===== src/rtl/turf_pkg.sv =====
// Shared types and sizing helpers for the turf ownership-RAM controller.
package turf_pkg;

  typedef enum logic [2:0] {
    ST_IDLE,
    ST_WRITE,
    ST_SCAN,
    ST_DRAIN,
    ST_RESULT,
    ST_CLEAR,
    ST_DONE
  } state_t;

  // Owner code 0 marks an unclaimed cell; player i owns code i+1.
  localparam int CODE_NONE = 0;

  // Default board: 256 x 128 cells, 4 players, 3-bit owner codes.
  localparam int DEF_PLAYERS = 4;
  localparam int DEF_X_BITS  = 8;
  localparam int DEF_Y_BITS  = 7;
  localparam int DEF_CODE_W  = 3;

  // One spare bit so a board fully owned by one player still fits.
  function automatic int cnt_w(input int xb, input int yb);
    return xb + yb + 1;
  endfunction

  // Width of a player index; kept at least 1 so single-player builds elaborate.
  function automatic int idx_w(input int n);
    return (n > 1) ? $clog2(n) : 1;
  endfunction

endpackage


===== src/rtl/turf_argmax.sv =====
// Registered max/tie reduction over the per-player tallies.
// Lowest index wins among equal maxima; tie flags any other index at the max.
module turf_argmax
  import turf_pkg::*;
#(
  parameter int N     = DEF_PLAYERS,
  parameter int CNT_W = 16,
  parameter int WIN_W = 2
) (
  input  logic                      gclk,
  input  logic                      grst_n,
  input  logic                      i_en,
  input  logic                      i_clr,
  input  logic [N-1:0][CNT_W-1:0]   i_counts,
  output logic [WIN_W-1:0]          o_winner,
  output logic                      o_tie
);

  logic [WIN_W-1:0] w_best;
  logic [CNT_W-1:0] w_max;
  logic             w_tie;

  // Strict greater-than keeps the earliest index on equal counts.
  always_comb begin
    w_best = '0;
    w_max  = i_counts[0];
    for (int i = 1; i < N; i++) begin
      if (i_counts[i] > w_max) begin
        w_max  = i_counts[i];
        w_best = WIN_W'(i);
      end
    end
    w_tie = 1'b0;
    for (int i = 0; i < N; i++) begin
      if ((i_counts[i] == w_max) && (WIN_W'(i) != w_best)) w_tie = 1'b1;
    end
  end

  // Capture the reduction for the single result cycle; clear on restart.
  always_ff @(posedge gclk or negedge grst_n) begin
    if (!grst_n) begin
      o_winner <= '0;
      o_tie    <= 1'b0;
    end else if (i_clr) begin
      o_winner <= '0;
      o_tie    <= 1'b0;
    end else if (i_en) begin
      o_winner <= w_best;
      o_tie    <= w_tie;
    end
  end

endmodule


===== src/rtl/turf_tally.sv =====
// Ownership-RAM controller for the turf game.
// Writes each player's cell once per movement tick while running; once the
// game stops, scans the whole RAM, tallies cells per owner and reports the
// winner. Define TURF_CLEAR_EN to wipe the board after the result is latched.
module turf_tally
  import turf_pkg::*;
#(
  parameter int NUM_PLAYERS = DEF_PLAYERS,
  parameter int X_BITS      = DEF_X_BITS,
  parameter int Y_BITS      = DEF_Y_BITS,
  parameter int CODE_W      = DEF_CODE_W,
  localparam int A_W        = X_BITS + Y_BITS,
  localparam int CNT_W      = cnt_w(X_BITS, Y_BITS),
  localparam int WIN_W      = idx_w(NUM_PLAYERS)
) (
  input  logic                           CLOCK_50,
  input  logic                           resetn,
  input  logic                           running,
  input  logic                           pos_valid,
  input  logic [NUM_PLAYERS*X_BITS-1:0]  pos_x,
  input  logic [NUM_PLAYERS*Y_BITS-1:0]  pos_y,
  output logic [A_W-1:0]                 address,
  output logic                           wren,
  output logic [CODE_W-1:0]              data_to_ram,
  input  logic [CODE_W-1:0]              ram_output,
  output logic [NUM_PLAYERS*CNT_W-1:0]   counts,
  output logic [WIN_W-1:0]               winner,
  output logic                           tie,
  output logic                           done
);

  state_t r_state, w_state_nxt;

  logic [NUM_PLAYERS-1:0][X_BITS-1:0] r_px;
  logic [NUM_PLAYERS-1:0][Y_BITS-1:0] r_py;
  logic [WIN_W-1:0]                   r_k;
  logic [A_W-1:0]                     r_ptr;
  logic                               r_seen;
  logic                               r_rd_vld;
  logic [NUM_PLAYERS-1:0][CNT_W-1:0]  w_cnt;

  logic [A_W-1:0]    w_addr;
  logic              w_wren;
  logic [CODE_W-1:0] w_data;
  logic              w_done;
  logic              w_last_k;
  logic              w_ptr_last;
  logic              w_scan_start;
  logic              w_restart;

  assign w_last_k     = (r_k == WIN_W'(NUM_PLAYERS - 1));
  assign w_ptr_last   = &r_ptr;
  assign w_scan_start = (w_state_nxt == ST_SCAN) && (r_state != ST_SCAN);
  assign w_restart    = (r_state == ST_DONE) && running;

  // State register.
  always_ff @(posedge CLOCK_50 or negedge resetn) begin
    if (!resetn) r_state <= ST_IDLE;
    else         r_state <= w_state_nxt;
  end

  // Next-state and RAM-port outputs.
  always_comb begin
    w_state_nxt = r_state;
    w_addr      = '0;
    w_wren      = 1'b0;
    w_data      = '0;
    w_done      = 1'b0;
    case (r_state)
      ST_IDLE: begin
        if (pos_valid && running)   w_state_nxt = ST_WRITE;
        else if (!running && r_seen) w_state_nxt = ST_SCAN;
      end
      ST_WRITE: begin
        // Players go out in index order, so the higher index lands last on a shared cell.
        w_addr = {r_px[r_k], r_py[r_k]};
        w_wren = 1'b1;
        w_data = CODE_W'(r_k) + CODE_W'(1);
        if (w_last_k) w_state_nxt = running ? ST_IDLE : ST_SCAN;
      end
      ST_SCAN: begin
        w_addr = r_ptr;
        if (w_ptr_last) w_state_nxt = ST_DRAIN;
      end
      ST_DRAIN:  w_state_nxt = ST_RESULT;
      ST_RESULT: begin
`ifdef TURF_CLEAR_EN
        w_state_nxt = ST_CLEAR;
`else
        w_state_nxt = ST_DONE;
`endif
      end
      ST_CLEAR: begin
        w_addr = r_ptr;
        w_wren = 1'b1;
        w_data = CODE_W'(CODE_NONE);
        if (w_ptr_last) w_state_nxt = ST_DONE;
      end
      ST_DONE: begin
        w_done = 1'b1;
        // Level test: running may already have come back during the scan.
        if (running) w_state_nxt = ST_IDLE;
      end
      default: w_state_nxt = ST_IDLE;
    endcase
  end

  assign address     = w_addr;
  assign wren        = w_wren;
  assign data_to_ram = w_data;
  assign done        = w_done;

  // Burst index, sweep pointer, position latch, run tracking and read-valid tag.
  always_ff @(posedge CLOCK_50 or negedge resetn) begin
    if (!resetn) begin
      r_k      <= '0;
      r_ptr    <= '0;
      r_px     <= '0;
      r_py     <= '0;
      r_seen   <= 1'b0;
      r_rd_vld <= 1'b0;
    end else begin
      r_k      <= (r_state == ST_WRITE && !w_last_k) ? r_k + WIN_W'(1) : '0;
      r_ptr    <= (r_state == ST_SCAN || r_state == ST_CLEAR) ? r_ptr + A_W'(1) : '0;
      if (r_state == ST_IDLE && w_state_nxt == ST_WRITE) begin
        r_px <= pos_x;
        r_py <= pos_y;
      end
      if (running)           r_seen <= 1'b1;
      else if (w_scan_start) r_seen <= 1'b0;
      // Read data for a scan address arrives one cycle later.
      r_rd_vld <= (r_state == ST_SCAN);
    end
  end

  // Per-player tally: bump when the returning code matches this player.
  for (genvar g = 0; g < NUM_PLAYERS; g++) begin : g_cnt
    logic [CNT_W-1:0] r_c;
    always_ff @(posedge CLOCK_50 or negedge resetn) begin
      if (!resetn)                        r_c <= '0;
      else if (w_scan_start || w_restart) r_c <= '0;
      else if (r_rd_vld && ram_output == CODE_W'(g + 1)) r_c <= r_c + CNT_W'(1);
    end
    assign w_cnt[g] = r_c;
  end

  assign counts = w_cnt;

  turf_argmax #(
    .N     (NUM_PLAYERS),
    .CNT_W (CNT_W),
    .WIN_W (WIN_W)
  ) u_argmax (
    .gclk     (CLOCK_50),
    .grst_n   (resetn),
    .i_en     (r_state == ST_RESULT),
    .i_clr    (w_restart),
    .i_counts (w_cnt),
    .o_winner (winner),
    .o_tie    (tie)
  );

endmodule


===== config.mk =====
export PLATFORM = sky130hd
export DESIGN_NAME = turf_tally
export DESIGN_NICKNAME = d
export VERILOG_FILES = /design/src/rtl/turf_pkg.sv /design/src/rtl/turf_argmax.sv /design/src/rtl/turf_tally.sv
export SDC_FILE = /design/constraint.sdc
export NUM_CORES = 1
export LEC_CHECK = 0
export CORE_MARGIN = 2
export CORE_UTILIZATION = 55
export CTS_CLUSTER_DIAMETER = 80
export DETAILED_ROUTE_END_ITERATION = 6
export PLACE_DENSITY = 0.81
export SKIP_LAST_GASP = 1
export SLEW_MARGIN = 20
export SYNTH_ARGS = -nofsm -noshare
export SYNTH_HDL_FRONTEND = slang
export SYNTH_SLANG_ARGS = --single-unit

===== constraint.sdc =====
create_clock -name CLOCK_50 -period 7.4 [get_ports CLOCK_50]
set_clock_uncertainty 0.2 [all_clocks]
set_input_delay 1.11 -clock CLOCK_50 [delete_from_list [all_inputs] [get_ports CLOCK_50]]
set_output_delay 1.11 -clock CLOCK_50 [all_outputs]
set_load 0.02 [all_outputs]

==> flow_summary.ini <==
[run_status]
status = completed

[clock_tree]
htreeDepth = 4
clock-sinks = 149
numCtsBuffers = 17
hold_buffers = 0
cts.clk_slew.worst_paths_ns = 0.07
cts_root_buf = clkbuf_16
cts_tree = yes
clockBufferDepth = 2
clock_latency_ns = 0.45

[critical_path]
r2r-start = g_cnt[0].r_c[13]
cp-end-kind = flop
critPathMaxStageDelay_ns = 0.46
reg2reg_slack_ns = 0.39
r2r-end = u_argmax.o_tie
startpoint = g_cnt[0].r_c[13]
start_kind = flop
path_max_fanout = 13
cp_data_arrival_time_ns = 7.19
rr_worst_depth = 30
crit_type = reg -> reg
worst_path_max_delay_cell = dfrtp_1
cp_data_required_time_ns = 7.57

[job]
drv.max_cap_violation_count = 0

[synthesis]
synth_cell_type_count = 71
postSynthAreaPerCell_um2 = 9.38
ys_seq_area_frac = 0.369
ys.flop_type = dfrtp_1
ys_warn_count = 0
synth_area_um2 = 10100
syn_nets = 1199
netlist_instances = 1078
synth_edf_count = 0
synthArstFlopShare = 1.00
synth_seq_cells = 149

[placement]
gp_congestion = 0.993
dpl.hpwl_um = 23300
placed_cells = 1462
port_buffers = 153

[route]
vias_per_cell = 6.23
route.detailed.drc = 0
drtIter0Drc = 962
ant_nets = 0
firstDrtPassIters = 5
vias = 9332
postRouteWirelength_um = 32400
wire_per_inst_um = 21.7

[sta]
finalCriticalPeriod_ns = 7.01
setup_viol = 0
grt_setup_unrepaired = false
max_slew.worst_pin.slew_ns = 1.08
fmax_mhz = 143
setup_tns_ns = 0
max-slew-margin-rel = 0.272
hold_viol_final = 0
period_share = 0.948
slew_viol_final = 0

[layout]
antennaDiodeCount = 0
drive_above_1_share = 0.164
stdcell_count = 1497
area_growth_pct = 27.6
layout.nets = 1376

[worst_hold_path]
hold_path_class = reg -> reg
holdPathStages = 1
min_from = r_px[15]
hold_end = r_px[15]

[grt]
top_usage_layer = met2
grt_use_total = 0.333
met2_usage = 0.553
grt_pass1_wl_um = 50800
grt_antenna_before_repair = 0
grt-ovfl-total = 0
grt_max_degree = 98
grt.met3_usage = 0.0695
met1_usage = 0.438
grt_pass1_vias = 9137

[floorplan]
die_h_um = 140
start_util = 0.561
die_w_um = 140
ios = 154
coreArea_um2 = 18000
fp-row-count = 49
die-area_um2 = 19500
flip-flops by register name, indices dropped and copies added, names as in the netlist:
| name | flops |
|---|---|
| g_cnt.r_c | 64 |
| r_k | 2 |
| r_ptr | 15 |
| r_px | 32 |
| r_py | 28 |
| r_rd_vld | 1 |
| r_seen | 1 |
| r_state | 3 |
| u_argmax.o_tie | 1 |
| u_argmax.o_winner | 2 |
cell families (layout without fill, tap and decap cells):
| family | Yosys count | after routing | share of synthesized area |
|---|---|---|---|
| adders and majority gates | 54 | 54 | 0.0668 |
| buffers and inverters | 104 | 294 | 0.0411 |
| DFF | 149 | 149 | 0.369 |
| AOI/OAI and AO/OA | 185 | 185 | 0.135 |
| and+or+nand+nor | 393 | 393 | 0.183 |
| muxes | 88 | 88 | 0.114 |
| xor gates and xnor gates | 105 | 105 | 0.0910 |
synth_stat cells, drive strengths merged (14+ instances only):
master,number,area (µm²)
a21oi,40,204
a22o,17,149
and3,16,100
buf,14,77.6
clkbuf,44,165
dfrtp,149,3730
ha,54,676
inv,46,173
mux2,62,698
mux4,15,338
nand2,107,404
nand3,35,175
nand4,45,288
nor2,134,505
o211ai,22,219
o21ai,33,169
xnor2,68,596
xor2,37,324
what timing repair did:
action                     in CTS  in global routing
setup buffers                   0                  3
resized for setup               0                 14
setup endpoints to repair       0                  1
how the worst max path moves through the flow:
stage	end	slack (ns)	cells past startpoint
floorplan	u_argmax.o_tie	0.56	34
global placement	u_argmax.o_tie	0.37	28
detailed placement	u_argmax.o_tie	0.19	29
CTS	u_argmax.o_tie	0.14	29
global route	u_argmax.o_tie	0.003	29
finish	u_argmax.o_tie	0.39	30
cell usage in the layout, fill, tap and decap left out, types with 8 or more instances in the layout:
master           instances
nand3_1                 35
a22o_1                  17
buf_4                   61
or3_1                   11
nand2_1                105
clkbuf_16               17
nor4_1                   8
dfrtp_1                147
xor2_1                  37
nor3_1                  11
a21oi_1                 37
nand4_1                 44
xnor2_1                 68
o211ai_1                13
nor2_1                 131
ha_1                    54
mux2_2                  62
and3_1                  16
inv_1                   46
mux2i_1                  8
clkdlybuf4s50_1        152
o21ai_0                 30
o211ai_2                 8
mux4_2                  15
a21o_1                   9
cell type report:
| cell class | instances | area [µm²] |
|---|---|---|
| Multi-Input combinational cell | 825 | 6070 |
| Fill cell | 1347 | 5120 |
| Clock inverter | 14 | 184 |
| Clock buffer | 18 | 429 |
| Timing Repair Buffer | 216 | 2030 |
| Sequential cell | 149 | 3730 |
| Tap cell | 229 | 287 |
| Inverter | 46 | 173 |
worst max-delay path, delay by kind of cell (launching register included):
kind	cells	cell delay, ns
flops	1	0.46
fa+ha+maj	3	1.00
simple gates	9	2.03
buf+inv	6	0.84
mux	1	0.17
xor+xnor	1	0.14
compound gates	10	2.13
metrics by stage:
stage | hold slack [ns] | utilization | setup slack, ns | cell area [µm²]
detailed placement | 0.294 | 0.676 | 0.187 | 12200
floorplan | 0.267 | - | 0.564 | 10100
CTS | 0.311 | 0.710 | 0.141 | 12800
global route | 0.325 | 0.716 | 0.00258 | 12900
finish | 0.307 | 0.716 | 0.387 | 12900
global placement | 0.284 | 0.676 | 0.367 | 12200
routing by layer:
| layer | vias to the layer above | wire length, µm | part of all wire |
|---|---|---|---|
| li1 | 4218 | - | - |
| met1 | 4566 | 13200 | 0.41 |
| met2 | 468 | 15700 | 0.48 |
| met3 | 80 | 2540 | 0.078 |
| met4 | 0 | 1000 | 0.031 |
| met5 | - | 0 | 0 |
Power is not shown: default switching activity piles up to over one toggle a cycle in this logic, so the estimate is an artifact.
==> RTL edit: new RTL, same flow settings <==
Reset style: synchronous (`grst_n` and `resetn`), changed in 4 clocked blocks.
--- a/src/rtl/turf_argmax.sv
+++ b/src/rtl/turf_argmax.sv
@@ -37,7 +37,7 @@
   end
 
   // Capture the reduction for the single result cycle; clear on restart.
-  always_ff @(posedge gclk or negedge grst_n) begin
+  always_ff @(posedge gclk) begin
     if (!grst_n) begin
       o_winner <= '0;
       o_tie    <= 1'b0;
--- a/src/rtl/turf_tally.sv
+++ b/src/rtl/turf_tally.sv
@@ -54,7 +54,7 @@
   assign w_restart    = (r_state == ST_DONE) && running;
 
   // State register.
-  always_ff @(posedge CLOCK_50 or negedge resetn) begin
+  always_ff @(posedge CLOCK_50) begin
     if (!resetn) r_state <= ST_IDLE;
     else         r_state <= w_state_nxt;
   end
@@ -111,7 +111,7 @@
   assign done        = w_done;
 
   // Burst index, sweep pointer, position latch, run tracking and read-valid tag.
-  always_ff @(posedge CLOCK_50 or negedge resetn) begin
+  always_ff @(posedge CLOCK_50) begin
     if (!resetn) begin
       r_k      <= '0;
       r_ptr    <= '0;
@@ -136,7 +136,7 @@
   // Per-player tally: bump when the returning code matches this player.
   for (genvar g = 0; g < NUM_PLAYERS; g++) begin : g_cnt
     logic [CNT_W-1:0] r_c;
-    always_ff @(posedge CLOCK_50 or negedge resetn) begin
+    always_ff @(posedge CLOCK_50) begin
       if (!resetn)                        r_c <= '0;
       else if (w_scan_start || w_restart) r_c <= '0;
       else if (r_rd_vld && ram_output == CODE_W'(g + 1)) r_c <= r_c + CNT_W'(1);
Behaviour: differs if resetn is asserted again (counterexample within 4 cycles, from zero or initial values and one cycle with resetn low); with resetn held inactive, the same outputs for 10 cycles.
==> RTL edit against the original RTL <==
  * The flow now finishes with violations (negative setup slack)
  * Global-route usage is 1.0 points lower
  * Critical endpoint is now u_argmax.o_tie
  * Final cell count grew 6.4%
  * Routed wire length fell by 7.1%
  * Sequential cell count is the same
  * Design area fell by 1.3%
  * Via count up 4.1%
  * Non-clock buffer count increased by 42
  * Worst setup slack worse by 0.48 ns
  * Count of clock-buffer cells in the layout down 1
  * Synthesized area shrank 5.4%
  * Maximum frequency shrank 6.4%
  * Critical path type unchanged
  * Synthesized cell count up 6.7%
Power is left out: it rests on default switching activity, and per cell area and clock period it moved more than threefold.
==> RTL edit: results (changes against the original RTL) <==
wl_um: 30130  # -7.1%
min_to: "r_py[16]"
async_flop_share_pct: 0  # -100 points
status: "finished, violations left"
drtPass1Iterations: 7  # +2
r2r-end: "u_argmax.o_tie"
dp_hpwl_um: 21670  # -6.8%
mostFrequentLayoutCell: "nand2_1"
dpl_cell_area_mm2: 0.01184  # -2.8%
nNonClkBuffers: 258  # +19%
antenna_found_initial: 0  # unchanged
gp_congestion: 1.019  # +2.6%
grt_pass1_vias: 9239  # +1.1%
synth_area_per_cell_um2: 8.318  # -11%
synth_area_leaders: "dfxtp_1, ha_1, nand2_1, xnor2_1, a21boi_0"
grt_util_all_layers_pct: 32.26  # -1.0 points
nMultiInputCombCells: 890  # +7.9%
multi_input_area_mm2: 0.006349  # +4.6%
ys_seq_area_share_pct: 31.18  # -5.7 points
path_max_fanout: 12  # -1
wl_met3_um: 2842  # +12%
via_count: 9711  # +4.1%
violations: "negative setup slack"
drt_iter0_markers: 850  # -12%
fin_nets: 1477  # +7.3%
reg2reg_from: "g_cnt[0].r_c[1]"
min_from: "r_py[16]"
maxSlewHeadroom_pct: 35.37  # +8.1 points
cts_buffer_depth: 2  # unchanged
layout-drive-gt1-share_pct: 15.57  # -0.83 points
largestRegisters: "g_cnt.r_c: 64 flops, r_px: 32 flops, r_py: 28 flops"
routedLengthMet1_um: 11480  # -13%
sh_seq_area_pct: 23.50  # -5.4 points
clock_latency_ns: 0.43  # -0.02 ns
yosysUniqueCellTypes: 89  # +25%
bufAreaShareNonClock_pct: 18.94  # +3.2 points
ys_seq_elements: 149  # unchanged
synth_top_cells_by_count: "nand2_1, dfxtp_1, nor2_1"
setup_ws_ns: -0.09230  # -0.4797 ns
hp-class: "register to register"
grt_start_max_net_pins: 72  # -27%
wl_per_cell_um: 18.91  # -13%
hold_depth: 2  # +1
clockRootBuffer: "clkbuf_16"
wl_met2_um: 14510  # -7.5%
setup_viol: 1  # +1
syn_inst: 1150  # +6.7%
clock_cell_area_share_pct: 4.305  # -0.45 points
ff2ff_setup_slack_ns: -0.09  # -0.48 ns
nNonClkInverters: 40  # -13%
grt_pass1_wl_um: 46750  # -8.0%
ff2ff_path_depth: 26  # -13%
n_antenna_cell: 0  # unchanged
yosys_most_used_dff: "dfxtp_1"
yosys_warnings: 0  # unchanged
port_buffers: 153  # unchanged
nFillCells: 1310  # -2.7%
syn_nets: 1271  # +6.0%
[RTL edit: timing repair]
action / in CTS / in global routing
endpoints found under the hold margin: 0 / 0
setup buffers: 7 / 12
gates resized for setup: 7 / 16
gates cloned: 1 / 2
endpoints found under the setup margin: 1 / 1
pin swaps: 2 / 10
[RTL edit: worst max-delay path by stage]
stage / depth (start not counted) / slack [ns] / startpoint / to
after global routing: 27 / -0.27 / g_cnt[0].r_c[1] / u_argmax.o_tie
final: 26 / -0.09 / g_cnt[0].r_c[1] / u_argmax.o_tie
after global placement: 25 / -0.34 / g_cnt[0].r_c[1] / u_argmax.o_tie
after floorplan: 29 / 0.01 / g_cnt[0].r_c[13] / u_argmax.o_tie
after CTS: 26 / 0.01 / g_cnt[0].r_c[15] / u_argmax.o_tie
after detailed placement: 26 / -0.25 / g_cnt[0].r_c[1] / u_argmax.o_tie
[RTL edit: worst max-delay path: stages (launching register included)]
cell and delay, ns:
dfxtp_2 0.33, inv_1 0.05, ha_1 0.30, nor2b_1 0.14, o211a_1 0.23, o21a_2 0.24
buf_4 0.16, o311ai_0 0.62, a21boi_2 0.36, ha_1 0.30, a21oi_1 0.26, a2111oi_4 0.12
o31ai_4 0.41, buf_12 0.20, mux2_2 0.37, ha_1 0.31, nand2_1 0.07, or3_4 0.35
a311o_1 0.41, a31o_4 0.31, buf_2 0.18, nand2_1 0.12, o221ai_2 0.14, a2111o_1 0.42
or4_1 0.47, a31oi_1 0.23, a311o_1 0.14
[RTL edit: stage by stage]
| stage | TNS, ns | hold slack, ns | setup WS, ns | util (%) |
|---|---|---|---|---|
| 4_1_cts | 0 | 0.2653 | 0.01236 | 72.63 |
| 3_3_place_gp | -0.3366 | 0.2482 | -0.3366 | 68.84 |
| 6_report | -0.09230 | 0.2616 | -0.09230 | 74.12 |
| 5_1_grt | -0.2736 | 0.2872 | -0.2736 | 74.12 |
| 3_5_place_dp | -0.2472 | 0.2560 | -0.2472 | 68.93 |
| 2_1_floorplan | 0 | 0.2402 | 0.01145 | - |
[RTL edit: cells by family after synthesis]
group           share of synthesized area [%]
fa+ha+maj                               7.063
mux                                     5.703
buf+inv                                 4.526
compound gates                          20.90
simple gates                            20.82
xor+xnor                                9.797
flops                                   31.18
[RTL edit: layer usage]
| layer | track usage, % | up-vias |
|---|---|---|
| li1 | - | 4520 |
| met1 | 38.16 | 4545 |
| met2 | 55.22 | 518 |
| met3 | 8.389 | 128 |
| met4 | 14.06 | 0 |
| met5 | 0 | - |
